### config.mk
export PLATFORM = sky130hd
export DESIGN_NAME = kbd_port_flat
export DESIGN_NICKNAME = d
export VERILOG_FILES = /design/src/rtl/kbd_port_if.sv /design/src/rtl/kbd_port.sv /design/src/flat_wrapper.sv
export SDC_FILE = /design/constraint.sdc
export NUM_CORES = 1
export LEC_CHECK = 0
export BUFFER_PORTS_ARGS = -buffer_cell sky130_fd_sc_hd__buf_2
export CAP_MARGIN = 30
export CELL_PAD_IN_SITES_DETAIL_PLACEMENT = 1
export CELL_PAD_IN_SITES_GLOBAL_PLACEMENT = 1
export CORE_AREA = 2 2 92 94
export CTS_BUF_LIST = sky130_fd_sc_hd__clkbuf_4 sky130_fd_sc_hd__clkbuf_8
export DETAILED_ROUTE_END_ITERATION = 10
export DIE_AREA = 0 0 94 96
export PLACE_DENSITY_LB_ADDON = 0.1
export SLEW_MARGIN = 30
export SYNTH_ARGS = -nofsm -noshare
export SYNTH_HDL_FRONTEND = slang
export SYNTH_SLANG_ARGS = --single-unit
### constraint.sdc
create_clock -name clk -period 2.8 [get_ports clk]
set_input_delay 0.28 -clock clk [delete_from_list [all_inputs] [get_ports clk]]
set_output_delay 0.28 -clock clk [all_outputs]
set_load 0.005 [all_outputs]
### src/rtl/kbd_port_if.sv
// CPU-side I/O port bus for the keyboard port: chip select, register select,
// read/write strobes, write data in, read data and interrupt out.
interface kbd_port_if;
  logic       cs;
  logic       rs;
  logic       rd_n;
  logic       wr_n;
  logic [7:0] data_in;
  logic [7:0] data_out;
  logic       irq_n;

  modport slave (
    input  cs, rs, rd_n, wr_n, data_in,
    output data_out, irq_n
  );

  modport master (
    output cs, rs, rd_n, wr_n, data_in,
    input  data_out, irq_n
  );
endinterface

### src/rtl/kbd_port.sv
// Z80 I/O-port keyboard interface: queues PS/2 key events in a small FIFO and
// exposes status/control and scancode registers to the CPU, with optional IRQ.
module kbd_port #(
  parameter int c_depth_bits = 3,
  parameter bit c_irq_init   = 1'b0
) (
  input  logic        clk,
  input  logic        reset,
  input  logic [10:0] ps2_key,
  kbd_port_if.slave   bus
);

  localparam int                  c_depth = 1 << c_depth_bits;
  localparam logic [c_depth_bits:0] c_full = {1'b1, {c_depth_bits{1'b0}}};

  logic                    prev_toggle_q;
  logic                    armed_q;
  logic                    rd_data_q;
  logic                    rd_stat_q;
  logic                    wr_ctl_q;
  logic [1:0]              wdata_q;
  logic                    irq_en_q, irq_en_d;
  logic                    ovf_q, ovf_d;
  logic [c_depth_bits-1:0] wr_ptr_q, wr_ptr_d;
  logic [c_depth_bits-1:0] rd_ptr_q, rd_ptr_d;
  logic [c_depth_bits:0]   count_q, count_d;
  logic [9:0]              mem_q [c_depth];

  logic       push_req, pop_req, ovf_clr, ctl_commit, flush;
  logic       full, empty, do_pop, do_push, ovf_set;
  logic [9:0] head;
  logic [7:0] status;
  logic       irq_pend;
  logic       unused_data_in;

  assign unused_data_in = ^bus.data_in[7:2];

  assign push_req   = armed_q & (ps2_key[10] != prev_toggle_q);
  // Access kind is latched while the strobe is low; the action fires on the
  // cycle the strobe is seen high again.
  assign pop_req    = rd_data_q & bus.rd_n;
  assign ovf_clr    = rd_stat_q & bus.rd_n;
  assign ctl_commit = wr_ctl_q & bus.wr_n;
  assign flush      = ctl_commit & wdata_q[1];

  assign full    = (count_q == c_full);
  assign empty   = (count_q == '0);
  assign do_pop  = pop_req & ~empty;
  assign do_push = push_req & ~flush & (~full | do_pop);
  assign ovf_set = push_req & full & ~do_pop;

  assign head     = mem_q[rd_ptr_q];
  assign irq_pend = irq_en_q & ~empty;

  always_ff @(posedge clk) begin
    prev_toggle_q <= ps2_key[10];
    if (reset) begin
      armed_q   <= 1'b0;
      rd_data_q <= 1'b0;
      rd_stat_q <= 1'b0;
      wr_ctl_q  <= 1'b0;
      wdata_q   <= 2'b00;
      irq_en_q  <= c_irq_init;
      ovf_q     <= 1'b0;
      wr_ptr_q  <= '0;
      rd_ptr_q  <= '0;
      count_q   <= '0;
    end else begin
      armed_q   <= 1'b1;
      rd_data_q <= bus.cs & bus.rs & ~bus.rd_n;
      rd_stat_q <= bus.cs & ~bus.rs & ~bus.rd_n;
      wr_ctl_q  <= bus.cs & ~bus.rs & ~bus.wr_n;
      if (bus.cs && !bus.wr_n) begin
        wdata_q <= bus.data_in[1:0];
      end
      irq_en_q  <= irq_en_d;
      ovf_q     <= ovf_d;
      wr_ptr_q  <= wr_ptr_d;
      rd_ptr_q  <= rd_ptr_d;
      count_q   <= count_d;
    end
  end

  // Entry storage needs no reset; count/pointers define what is valid.
  always_ff @(posedge clk) begin
    if (!reset && do_push) begin
      mem_q[wr_ptr_q] <= {ps2_key[9], ps2_key[8], ps2_key[7:0]};
    end
  end

  always_comb begin
    wr_ptr_d = wr_ptr_q;
    rd_ptr_d = rd_ptr_q;
    count_d  = count_q;
    ovf_d    = ovf_q;
    irq_en_d = irq_en_q;
    if (ctl_commit) begin
      irq_en_d = wdata_q[0];
    end
    if (flush) begin
      wr_ptr_d = '0;
      rd_ptr_d = '0;
      count_d  = '0;
      ovf_d    = 1'b0;
    end else begin
      if (do_push) begin
        wr_ptr_d = wr_ptr_q + 1'b1;
      end
      if (do_pop) begin
        rd_ptr_d = rd_ptr_q + 1'b1;
      end
      case ({do_push, do_pop})
        2'b10:   count_d = count_q + 1'b1;
        2'b01:   count_d = count_q - 1'b1;
        default: count_d = count_q;
      endcase
      if (ovf_clr) begin
        ovf_d = 1'b0;
      end
      if (ovf_set) begin
        ovf_d = 1'b1;
      end
    end
  end

  always_comb begin
    status    = 8'h00;
    status[0] = ~empty;
    status[1] = ovf_q;
    status[2] = ~empty & head[9];
    status[3] = ~empty & head[8];
    status[4] = full;
    status[6] = irq_en_q;
    status[7] = irq_pend;
  end

  always_comb begin
    bus.data_out = 8'h00;
    if (bus.cs && !bus.rd_n) begin
      if (bus.rs) begin
        bus.data_out = empty ? 8'h00 : head[7:0];
      end else begin
        bus.data_out = status;
      end
    end
  end

  assign bus.irq_n = ~irq_pend;

endmodule

### src/flat_wrapper.sv
// flat-port wrapper written by rule: the top's interface ports become plain ports
module kbd_port_flat 
#(
  parameter int c_depth_bits = 3,
  parameter bit c_irq_init   = 1'b0
)
  (clk, reset, ps2_key, bus_cs, bus_rs, bus_rd_n, bus_wr_n, bus_data_in, bus_data_out, bus_irq_n);
  kbd_port_if bus_i ();
  input  logic clk;
  input  logic reset;
  input  logic [10:0] ps2_key;
  input wire logic [$bits(bus_i.cs)-1:0] bus_cs;
  input wire logic [$bits(bus_i.rs)-1:0] bus_rs;
  input wire logic [$bits(bus_i.rd_n)-1:0] bus_rd_n;
  input wire logic [$bits(bus_i.wr_n)-1:0] bus_wr_n;
  input wire logic [$bits(bus_i.data_in)-1:0] bus_data_in;
  output wire logic [$bits(bus_i.data_out)-1:0] bus_data_out;
  output wire logic [$bits(bus_i.irq_n)-1:0] bus_irq_n;
  assign bus_i.cs = bus_cs;
  assign bus_i.rs = bus_rs;
  assign bus_i.rd_n = bus_rd_n;
  assign bus_i.wr_n = bus_wr_n;
  assign bus_i.data_in = bus_data_in;
  assign bus_data_out = bus_i.data_out;
  assign bus_irq_n = bus_i.irq_n;
  kbd_port #(.c_depth_bits(c_depth_bits), .c_irq_init(c_irq_init)) u_core (.clk(clk), .reset(reset), .ps2_key(ps2_key), .bus(bus_i));
endmodule
=== Yosys cells after proc, flatten, opt, wreduce, memory -nomap -nowiden ===
Memory sizes are Yosys's and may differ from the RTL's. A register that Yosys moved wholly into a read port is not among the register bits.
Index checks and enable logic that the tools add are counted.

* Muxes and demuxes: 11
* Reduce and logical (&&, ||, !) cells: 10
* Eq/ne operators: 4
* Bitwise logic cells: 27
* $add $sub $neg: 4

{| class="wikitable"
|+ Operators by type and width
! cell !! count
|-
| 2-to-1 mux 8 bit || 3
|-
| bitwise AND 1 bit || 18
|-
| NOT 1 bit || 8
|-
| case mux 4 bit (2 select lines) || 1
|-
| adder 3 x 1 -> 3 bit (second input constant) || 2
|-
| 2-to-1 mux 3 bit || 2
|-
| 2-to-1 mux 1 bit || 5
|-
| adder 4 x 1 -> 4 bit (second input constant) || 1
|-
| == test 4 bit (second input constant) || 1
|-
| zero test 4 bit || 1
|-
| nonzero test 2 bit || 2
|-
| subtractor 4 x 1 -> 4 bit (second input constant) || 1
|-
| logical AND 1 bit || 3
|-
| zero test 1 bit || 3
|-
| == test 2 x 1 -> 1 bit (second input constant) || 1
|-
| == test 2 bit (second input constant) || 1
|-
| OR reduction 2 bit || 1
|-
| inequality test 1 bit || 1
|-
| bitwise OR 1 bit || 1
|}

* Output and inout port bits: 9
* Word-level logic and storage cells: 68
* Memories kept: 1
* Flip-flop bits (word level): 19
* Memory bits (writable): 80
* Bits of input ports: 25

{| class="wikitable"
|+ Memory list
! memory !! depth !! width !! read ports !! clocked after memory_dff !! write ports !! RTL line !! source
|-
| u_core.mem_q || 8 || 10 || 1 || 1 || 1 || kbd_port.sv:27 || <nowiki>logic [9:0] mem_q [c_depth];</nowiki>
|}

=== Longest topological paths before layout ===
Gate-level depths: netlist (run 1).

* Word-level depth: 8
* Mapped depth: 10
* Mapped depth without buffers: 10

=== Least setup slack after synthesis (run 1) ===
No wires, ideal clock.

* Path kind: flip-flop to flip-flop
* Start: register u_core.count_q[0]
* End: memory u_core.mem_q[1][0] (enable)
* Setup slack: 0.398 ns
* Library setup time: 0.390 ns
* Cell stages (with the launch flop): 5
* Buffers on the path: 0
* Arrival time: 2.012 ns
* Period minus slack after synthesis: 2.402 ns
* Cells stage by stage: dfxtp_1 nor3_1 a311o_1 or3_4 nor3_1

* Cells in the longest elaborated chain, start to end: 8

{| class="wikitable"
|+ RTL lines
! element !! RTL line !! source
|-
| from (decl) || kbd_port.sv:26 || <nowiki>logic [c_depth_bits:0] count_q, count_d;</nowiki>
|-
| from (signal assigned) || kbd_port.sv:80 || <nowiki>count_q <= count_d;</nowiki>
|-
| zero test 4 bit || kbd_port.sv:47 || <nowiki>assign empty = (count_q == '0);</nowiki>
|-
| NOT 1 bit || kbd_port.sv:48 || <nowiki>assign do_pop = pop_req & ~empty;</nowiki>
|-
| bitwise AND 1 bit || kbd_port.sv:48 ||
|-
| bitwise OR 1 bit (*) || kbd_port.sv:49 || <nowiki>assign do_push = push_req & ~flush & (~full | do_pop);</nowiki>
|-
| bitwise AND 1 bit (*) || kbd_port.sv:49 ||
|-
| logical AND 1 bit (*) || kbd_port.sv:86 || <nowiki>if (!reset && do_push) begin</nowiki>
|-
| 2-to-1 mux 1 bit (*) || kbd_port.sv:86 ||
|-
| 2-to-1 mux 1 bit (not written as such) (*) || kbd_port.sv:87 || <nowiki>mem_q[wr_ptr_q] <= {ps2_key[9], ps2_key[8], ps2_key[7:0]};</nowiki>
|-
| to (decl) || kbd_port.sv:27 ||
|}

Every way passes the cells marked *; elsewhere a longest branch is shown, timed or not.

=== Worst setup path after layout (run 1) ===
* Start: input ps2_key[10]
* End: register u_core.count_q[3]

* Cells in the longest elaborated chain, start to end: 6

{| class="wikitable"
|+ RTL lines
! element !! RTL line !! source
|-
| from (decl) || flat_wrapper.sv:11 || <nowiki>input logic [10:0] ps2_key;</nowiki>
|-
| inequality test 1 bit (*) || kbd_port.sv:38 || <nowiki>assign push_req = armed_q & (ps2_key[10] != prev_toggle_q);</nowiki>
|-
| bitwise AND 1 bit (*) || kbd_port.sv:38 ||
|-
| bitwise AND 1 bit (*) (2 in a row) || kbd_port.sv:49 ||
|-
| == test 2 x 1 -> 1 bit or == test 2 bit (tied branches) || kbd_port.sv:112 || <nowiki>case ({do_push, do_pop})</nowiki>
|-
| case mux 4 bit (2 select lines) or nonzero test 2 bit (tied branches) || - ||
|}

Marked as above.
A chain may end at the register's enable or synchronous reset.

==> metrics, run 1 <==
status=completed; CTS clk-pin slew, worst paths=100 ps; Vias=2315; Req. time, crit path=3120 ps; Tightest Pin Transition=516 ps; asr flop ratio synth=0%; share of layout cells above drive strength 1=26.6%; hold path endpoint=u_core.wdata_q[0]$_SDFFE_PP0P_; HP Start=bus_data_in[0]; first-pass GRT wire length=13600 microns; CTS root buf=clkbuf_8; Setup CP Type=in2reg; Syn Area/Cell=16.1 sq um; Clock Sinks=102; Worst Hold Depth=3; Post-DRT Antenna Nets=0; Antenna Diode Count=0; Setup Viol. Count Final=0; gp weighted congestion=0.762; clk_lat worst skew=380 ps; Reg area=2840 sq um; critical path peak fanout=5; min cycle time layout=2580 ps; DR DRC count=0; Post-synth EDFFs=80; design area=4630 sq um; CTS tree=yes; Final #Nets=330; initial DRC count=147; vias in the first global route=2456; Multi-input gate area=1170 sq um; initial antenna violation count=0; sequential share of power=62.3%; WL/cell=21.1 microns; Final Util=57.5%; largest net degree at the start of global routing=20; GRT Total Usage=21.5%; Leak=1.57 nW; Core Rows=33; Die W=94 microns; P_int=0.00204 W; Peak VDD IR=0.376 mV; fillcell total=763; Non-Filler Instances=410; Post-Syn Area=4080 sq um; area of the core=8050 sq um; routed vias/inst=5.65; CTS max path bufs=2; worst reg-to-reg setup slack=330 ps; postcts setup bufs=0; M1 GR Usage=25.4%; Area Growth Syn to Fin=13.5%; Post-DP HPWL=5750 microns; H-tree levels=3; input/output buffers=27; startpoint types=input pin; sequential share of the synthesized area=69.7%; top post-synthesis cells by count=edfxtp_1, dfxtp_1, nor2_1, mux4_2, mux2i_1; Max Fclk=388 MHz; Final Cycle Share=92.1%; Worst Skew=13.1 ps; Yosys top cell area share=58.9%; Detailed Routing Iterations Pass 1=4; min-delay worst type=in2reg; endpoints failing hold=0; Max-Cap Viols=0; grt met3 use=6.66%; ranking of synthesized cells by area=edfxtp_1, dfxtp_1, mux4_2; Synth warnings=0; top-count cell post-synth=edfxtp_1; RSZ-0062 raised after global routing=no; GR met2 Demand/Resource=37.4%; R2R Path Start=u_core.count_q[0]$_SDFFE_PP0P_; Synth area leader=edfxtp_1; Top Usage Layer GRT=met2; Top Ports=34; most common flop cell mapped by yosys=edfxtp_1; Post-Synthesis Cells=253; sw frac=23.5%; Worst Reg2Reg Path Length in Cells=8; power share of the combinational group=4.7%; placed inst area=4430 sq um; initial core utilization=50.6%; Unique masters post-synth=36; final WL=8630 microns; Synth Net Count=283; total grt overflow=0; #FFs+latches synth=102; total CTS buffers=9; Slew Limit Fails=0; clock share of power=33.1%; Pwr Density=577 nW/um^2; P_sw=0.000626 W; CP Capture Type=flop; Die Area=9020 sq um; Slew headroom=64.7%; final setup TNS=0 ps; Worst Path Arrival=2890 ps; Die Ht=96 microns; total placed cells including tap cells=393; Worst R2R End=u_core.count_q[3]$_SDFFE_PP0P_
[routing by layer]
| layer | vias to the layer above | share of wire, % |
|---|---|---|
| met4 | 0 | 1.9 |
| met2 | 67 | 51 |
| met3 | 11 | 5.3 |
| met1 | 1166 | 42 |
| li1 | 1071 | - |
| met5 | - | 0 |
[how the worst max path moves through the flow]
stage	startpoint	to	slack (ps)	cells after the start
after floorplan	u_core.count_q[0]$_SDFFE_PP0P_	u_core.mem_q[1][0]$_DFFE_PP_	400	4
after global placement	u_core.count_q[0]$_SDFFE_PP0P_	u_core.count_q[2]$_SDFFE_PP0P_	360	10
after detailed placement	u_core.count_q[0]$_SDFFE_PP0P_	u_core.count_q[3]$_SDFFE_PP0P_	320	8
after CTS	flop	bus_data_out[6]	20	5
after global routing	flop	bus_data_out[2]	60	5
final	ps2_key[10]	u_core.count_q[3]$_SDFFE_PP0P_	220	10
[sequential cells by signal, summed over array words and instances, names as in the netlist, named ones only]
name,flops
u_core.mem_q,80
u_core.count_q,4
u_core.rd_ptr_q,3
u_core.wr_ptr_q,3
u_core.wdata_q,2
u_core.armed_q,1
u_core.irq_en_q,1
u_core.ovf_q,1
u_core.prev_toggle_q,1
u_core.rd_data_q,1
u_core.rd_stat_q,1
u_core.wr_ctl_q,1
[cells by family (layout without fill, tap and decap cells)]
kind of cell | count (synthesis) | in the layout | share of synthesized area [%]
flops | 102 | 102 | 69.7
simple gates | 68 | 68 | 8.59
mux | 31 | 31 | 13.1
compound gates | 25 | 25 | 3.87
buf+inv | 15 | 67 | 1.63
xor+xnor | 7 | 7 | 1.50
fa+ha+maj | 5 | 5 | 1.53
[layout by cell type (no fill, tap or decap), types with 7 or more instances in the layout]
| cell type | count |
|---|---|
| mux4_2 | 18 |
| clkbuf_8 | 9 |
| edfxtp_1 | 80 |
| a21oi_1 | 8 |
| nand2b_1 | 7 |
| mux2i_1 | 13 |
| nand2_1 | 11 |
| o21ai_0 | 7 |
| buf_4 | 17 |
| dfxtp_1 | 21 |
| buf_2 | 27 |
| nor2_1 | 22 |
[final cells by class]
type	count	area share, %
inverters	6	0.487
clock buffers	9	2.68
multi-input cells	136	25.2
repair buffers	45	5.89
clock inverters	7	1.43
well taps	105	2.84
flip-flops and latches	102	61.4
[critical path: stages]
cell and delay, ps:
dlygate4sd3_1 540, buf_2 130, xnor2_1 130, a311o_1 340, nand2b_1 170, ha_1 260
nand3b_1 170, a2111oi_0 520, o21ai_0 170, a21oi_1 160
[through the flow]
stage,total power (W),hold WS (ps),worst slack (ps)
after floorplan,0.00176,308,398
after global placement,0.00182,408,356
after detailed placement,0.00182,413,320
after global routing,0.00277,135,55.9
after CTS,0.00270,5.11,21.3
final,0.00267,146,223
[power by group through the flow]
stage / Sequential (W) / Clock [W] / Combinational, W
global route: 0.00166 / 0.000967 / 0.000141
global placement: 0.00169 / 0 / 0.000121
finish: 0.00166 / 0.000882 / 0.000125
detailed placement: 0.00170 / 0 / 0.000125
CTS: 0.00166 / 0.000911 / 0.000126
floorplan: 0.00169 / 0 / 0.0000685
[what timing repair did]
item,in CTS,in global routing
hold buffers,0,1
endpoints found under the setup margin,0,2
hold endpoints to repair,0,1
resized for setup,0,1
Note: power is estimated with default switching activity, not from simulation.
==> run 2: changes to the inputs <==
Settings changed: CORE_AREA 2 2 92 94 to 2 2 90 92, DIE_AREA 0 0 94 96 to 0 0 92 94.
Clock period 2.8 ns to 3.1 ns, I/O delays scaled along.
==> metrics, run 2 (same netlist as run 1, synthesis figures left out) <==
Top Ports=34 (unchanged); Setup CP Type=reg2out; startpoint types=flop; GRT Total Usage=21.4% (-0.066 points); Worst Skew=7.84 ps (-5.24 ps); CTS clk-pin slew, worst paths=100 ps (about the same); Core Rows=32 (-3.0%); Reg area=2840 sq um (about the same); Post-CTS Hold Fix Bufs=0 (unchanged); Tightest Pin Transition=827 ps (+310 ps); RSZ-0062 raised after global routing=no; Final #Nets=327 (-0.91%); Post-DRT Antenna Nets=0 (unchanged); initial DRC count=87 (-41%); sequential share of power=61.7% (-0.6 points); routed vias/inst=5.66 (+0.26%); biggest regs=u_core.mem_q (80), u_core.count_q (4); Worst Path Arrival=2490 ps (-400 ps); M1 GR Usage=26.8% (+1.4 points); status=completed; CTS tree=yes; CTS root buf=clkbuf_8; Top Usage Layer GRT=met2; max FFs per register=80 (unchanged); Leak=1.56 nW (-0.60%); P_int=0.00186 W (-9.0%); Post-DP HPWL=5730 microns (-0.40%); placed inst area=4410 sq um (-0.42%); Die Area=8650 sq um (-4.2%); Peak VDD IR=0.426 mV (+13%); fillcell total=722 (-5.4%); design area=4600 sq um (-0.57%); critical path peak fanout=12 (+7); min-delay worst type=in2reg; total CTS buffers=9 (unchanged); final setup TNS=0 ps (unchanged); share of layout cells above drive strength 1=26.2% (-0.40 points); Antenna Diode Count=0 (unchanged); GR met2 Demand/Resource=36.8% (-0.62 points); Die W=92 microns (-2.1%); initial antenna violation count=0 (unchanged); Slew Limit Fails=0 (unchanged); largest reg by FF count=u_core.mem_q; postcts setup bufs=0 (unchanged); worst slack at placement=370 ps (+49.5 ps); P_sw=0.000573 W (-8.6%); clk_lat worst skew=360 ps (-20 ps); Req. time, crit path=2790 ps (-330 ps); CP Capture Type=output port; input/output buffers=27 (unchanged); Clock Sinks=102 (unchanged); endpoints failing hold=0 (unchanged); Setup Viol. Count Final=0 (unchanged); Final Cycle Share=90.3%; Area Growth Syn to Fin=12.9%; Pwr Density=528 nW/um^2 (-8.4%); power share of the combinational group=4.6% (about the same); sw frac=23.6% (+0.083 points); slack of the critical path=300 ps (+77.6 ps); clock share of power=33.7% (+0.6 points); area of the core=7610 sq um (-5.5%); DR DRC count=0 (unchanged); Max Fclk=357 MHz; Detailed Routing Iterations Pass 1=4 (unchanged); CTS max path bufs=2 (unchanged); min cycle time layout=2800 ps; total grt overflow=0 (unchanged); gp weighted congestion=0.722 (-5.3%); final WL=8430 microns (-2.3%); Max-Cap Viols=0 (unchanged); WL/cell=20.9 microns (-0.85%); largest net degree at the start of global routing=20 (unchanged); H-tree levels=3 (unchanged); Slew headroom=44.8% (-20 points); grt met3 use=5.06% (-1.6 points); initial core utilization=53.6% (+3.0 points); Die Ht=94 microns (-2.1%); first-pass GRT wire length=13200 microns (-2.4%); Vias=2287 (-1.2%); post_cts resized=0 (unchanged); Multi-input gate area=1170 sq um (unchanged); most common cell after layout, fill and taps aside=edfxtp_1; vias in the first global route=2424 (-1.3%); commonest cells after routing, fill and taps aside=edfxtp_1, buf_2, nor2_1, dfxtp_1, mux4_2
==> run 2: changes by cell type in the layout (fill, tap and decap cells not counted), sizes merged <==
| cell | delta |
|---|---|
| dlygate4sd3 | -1 |
| buf | -2 |
| inv | +2 |
| clkinv | -3 |
| clkbuf | +1 |
==> run 2: stage by stage <==
stage                     cells  power, W  utilization [%]  hold slack, ps
after floorplan             253   0.00159                -             338
after global placement      388   0.00164             57.9             451
after detailed placement    388   0.00164             57.9             451
after CTS                   404   0.00245             60.5            61.1
after global routing        404   0.00251             60.5            61.7
final                       404   0.00243             60.5            78.0
==> run 2: power by group through the flow <==
stage	logic [W]	clock network (W)	registers (W)
final	0.000111	0.000819	0.00150
after global routing	0.000123	0.000880	0.00150
after global placement	0.000107	0	0.00153
after CTS	0.000112	0.000836	0.00150
after floorplan	0.0000618	0	0.00153
after detailed placement	0.000112	0	0.00153
==> run 2: cell type report <==
type	instances	area share [%]
Clock buffer	10	2.85
Clock inverter	6	1.36
Inverter	6	0.489
Multi-Input combinational cell	136	25.4
Sequential cell	102	61.8
Tap cell	102	2.77
Timing Repair Buffer	42	5.38
==> run 2: path summary, 6_finish.rpt <==
check / slack [ps] / end / cells past startpoint / start
worst min register to register: 490 / u_core.irq_en_q$_SDFFE_PP0N_ / 2 / u_core.wdata_q[0]$_SDFFE_PP0P_
worst max register to register: 350 / u_core.count_q[2]$_SDFFE_PP0P_ / 10 / u_core.count_q[0]$_SDFFE_PP0P_
worst max-delay path: 300 / bus_data_out[6] / 4 / flop
worst min-delay path: 80 / u_core.prev_toggle_q$_DFF_P_ / 1 / ps2_key[10]
==> run 2: routing by layer <==
metal / vias to the layer above / routed length (microns)
met2: 51 / 4260
met4: 0 / 170
met3: 11 / 286
li1: 1065 / -
met5: - / 0
met1: 1160 / 3720
==> run 2: worst max-delay path, cell delays in order (launching register included) <==
cell	delay, ps
dfxtp_1	870
mux4_2	590
mux2i_1	370
o21ai_0	140
buf_2	140
==> run 3: changes to the inputs <==
Settings changed: ABC_AREA set to 1, CORE_AREA 2 2 90 92 to 2 2 96 98, CTS_CLUSTER_DIAMETER set to 120, DIE_AREA 0 0 92 94 to 0 0 98 100.
==> metrics, run 3 <==
biggest regs=u_core.mem_q (80), u_core.count_q (4); slack of the critical path=646 ps (+346 ps); largest family of logic cells by synthesized area=simple AND/OR/NAND/NOR gates; Post-DRT Antenna Nets=0 (unchanged); area of the core=8890 sq um (+17%); first-pass GRT wire length=17000 microns (+28%); Max-Cap Viols=0 (unchanged); mux cell area share after synthesis=0% (-13 points); Antenna Diode Count=0 (unchanged); Final Cycle Share=79.2% (-11 points); CTS tree=yes; Die Area=9800 sq um (+13%); CP Capture Type=output port; post_cts resized=0 (unchanged); Post-synth EDFFs=80 (unchanged); Unique masters post-synth=29 (-19%); min cycle time layout=2450 ps (-346 ps); most common flop cell mapped by yosys=edfxtp_1; endpoints failing hold=0 (unchanged); worst slack at placement=897 ps (+527 ps); routed vias/inst=5.32 (-6.1%); largest reg by FF count=u_core.mem_q; Req. time, crit path=2790 ps (about the same); Yosys top cell area share=54.3% (-4.6 points); CTS clk-pin slew, worst paths=90 ps (about the same); gp weighted congestion=0.788 (+9.3%); Die Ht=100 microns (+6.4%); Syn Area/Cell=10.1 sq um (-37%); Post-Synthesis Cells=439 (+74%); commonest cells after routing, fill and taps aside=nand2_1, edfxtp_1, nand3_1; Worst Path Arrival=2140 ps (-350 ps); initial DRC count=141 (+62%); vias in the first global route=3381 (+39%); final setup TNS=0 ps (unchanged); Final #Nets=504 (+54%); RSZ-0062 raised after global routing=no; Area Growth Syn to Fin=10.5%; Slew headroom=64.4% (+20 points); total CTS buffers=9 (unchanged); Synth warnings=0 (unchanged); initial antenna violation count=0 (unchanged); Synth Area in Compound Gates=4.27% (+0.40 points); final WL=10300 microns (+23%); Synth Net Count=469 (+66%); top post-synthesis cells by count=nand2_1, edfxtp_1, nand3_1, inv_1, nor2_1; Max Fclk=408 MHz (+14%); H-tree levels=3 (unchanged); min-delay worst type=in2reg; Peak VDD IR=0.287 mV (-32%); Post-Synth Simple-Gate Area=22.1% (+14 points); Tightest Pin Transition=534 ps (-293 ps); CTS max path bufs=2 (unchanged); Die W=98 microns (+6.5%); critical path peak fanout=10 (-2); top-count cell post-synth=nand2_1; #FFs+latches synth=102 (unchanged); Setup Viol. Count Final=0 (unchanged); asr flop ratio synth=0% (unchanged); ranking of synthesized cells by area=edfxtp_1, nand2_1, dfxtp_1; Setup CP Type=reg2out; largest net degree at the start of global routing=41 (+110%); startpoint types=flop; clk_lat worst skew=370 ps (about the same); Post-Syn Area=4420 sq um (+8.5%); DR DRC count=0 (unchanged); Worst Skew=14.7 ps (+6.88 ps); Top Ports=34 (unchanged); Clock Sinks=102 (unchanged); share of layout cells above drive strength 1=14.4% (-12 points); Post-CTS Hold Fix Bufs=0 (unchanged); postcts setup bufs=0 (unchanged); Worst Hold Depth=1 (unchanged); initial core utilization=49.8% (-3.8 points); Core Rows=35 (+9.4%); Vias=3137 (+37%); Pwr Density=539 nW/um^2 (+2.0%); GRT Total Usage=22.6% (+1.2 points); Synth area leader=edfxtp_1; sequential share of the synthesized area=64.3% (-5.5 points); total grt overflow=0 (unchanged); Tot Pwr=0.00263 W (+8.3%); Worst Reg2Reg Path Length in Cells=12 (+2); max FFs per register=80 (unchanged); CTS root buf=clkbuf_8; Leak=2.02 nW (+29%); Detailed Routing Iterations Pass 1=4 (unchanged); most common cell after layout, fill and taps aside=nand2_1; status=completed; XOR/XNOR Fraction of Synth Area=0.792% (-0.71 points); Post-Synth Adder-Cell Area=1.41% (-0.12 points); WL/cell=17.5 microns (-16%); Slew Limit Fails=0 (unchanged); Post-DP HPWL=7010 microns (+22%); input/output buffers=27 (unchanged)
-- run 3: cell types whose count changed in the layout (fill, tap and decap cells not counted), sizes merged, moves of 7 or more --
cell    change
a21oi       +7
nand2b      -7
mux2i      -13
inv        +41
nand2     +111
mux4       -18
nand3      +48
nor2       +18
o21ai      +13
-- run 3: kinds of logic (layout without fill, tap and decap cells) --
| group | count (synthesis) | in the layout |
|---|---|---|
| AND/OR/NAND/NOR | 227 | 227 |
| flip-flops | 102 | 102 |
| buffers and inverters | 64 | 104 |
| AO/OA/AOI/OAI | 37 | 37 |
| adder cells (fa/ha/maj) | 5 | 5 |
| XOR/XNOR | 4 | 4 |
-- run 3: critical path: stages, from the launching register on --
cell and delay (ps):
dfxtp_1 640, clkinv_1 510, a21oi_1 240, o21ai_1 100, nand3_1 120, nand2_1 60
buf_2 120
-- run 3: final timing paths --
| kind | startpoint | endpoint | slack [ps] |
|---|---|---|---|
| worst min register to register | u_core.rd_ptr_q[2]$_SDFFE_PP0P_ | u_core.rd_ptr_q[2]$_SDFFE_PP0P_ | 480 |
| worst max-delay path | flop | bus_data_out[6] | 650 |
| worst min-delay path | ps2_key[10] | u_core.prev_toggle_q$_DFF_P_ | 80 |
| worst max register to register | u_core.count_q[0]$_SDFFE_PP0P_ | u_core.count_q[2]$_SDFFE_PP0P_ | 1000 |
-- run 3: routing by layer --
| metal | share of wire, % | track usage [%] | vias up |
|---|---|---|---|
| li1 | - | - | 1519 |
| met1 | 43 | 28.1 | 1549 |
| met2 | 52 | 39.4 | 58 |
| met3 | 3.2 | 3.20 | 11 |
| met4 | 1.3 | 10.3 | 0 |
| met5 | 0 | 0 | - |
-- run 3: area by class of cell --
| class | count | area, sq um |
|---|---|---|
| fillers | 1032 | 4000 |
| well taps | 111 | 139 |
| multi-input cells | 273 | 1260 |
| clock buffers | 9 | 124 |
| repair buffers | 38 | 218 |
| clock inverters | 7 | 104 |
| flip-flops and latches | 102 | 2840 |
| inverters | 50 | 195 |
-- run 3: metrics by stage --
| stage | utilization (%) | hold slack (ps) | cell area [sq um] | std cells |
|---|---|---|---|---|
| 4_1_cts | 55.0 | 66.8 | 4890 | 590 |
| 3_3_place_gp | 52.4 | 442 | 4660 | 574 |
| 6_report | 55.0 | 78.6 | 4890 | 590 |
| 3_5_place_dp | 52.4 | 446 | 4660 | 574 |
| 5_1_grt | 55.0 | 81.7 | 4890 | 590 |
| 2_1_floorplan | - | 338 | 4420 | 439 |
-- run 3: power breakdown --
| group | internal [W] | switching [W] | total, W |
|---|---|---|---|
| sequential | 0.00150 | 0.0000176 | 0.00151 |
| clock | 0.000466 | 0.000474 | 0.000940 |
| combinational | 0.0000586 | 0.000120 | 0.000179 |
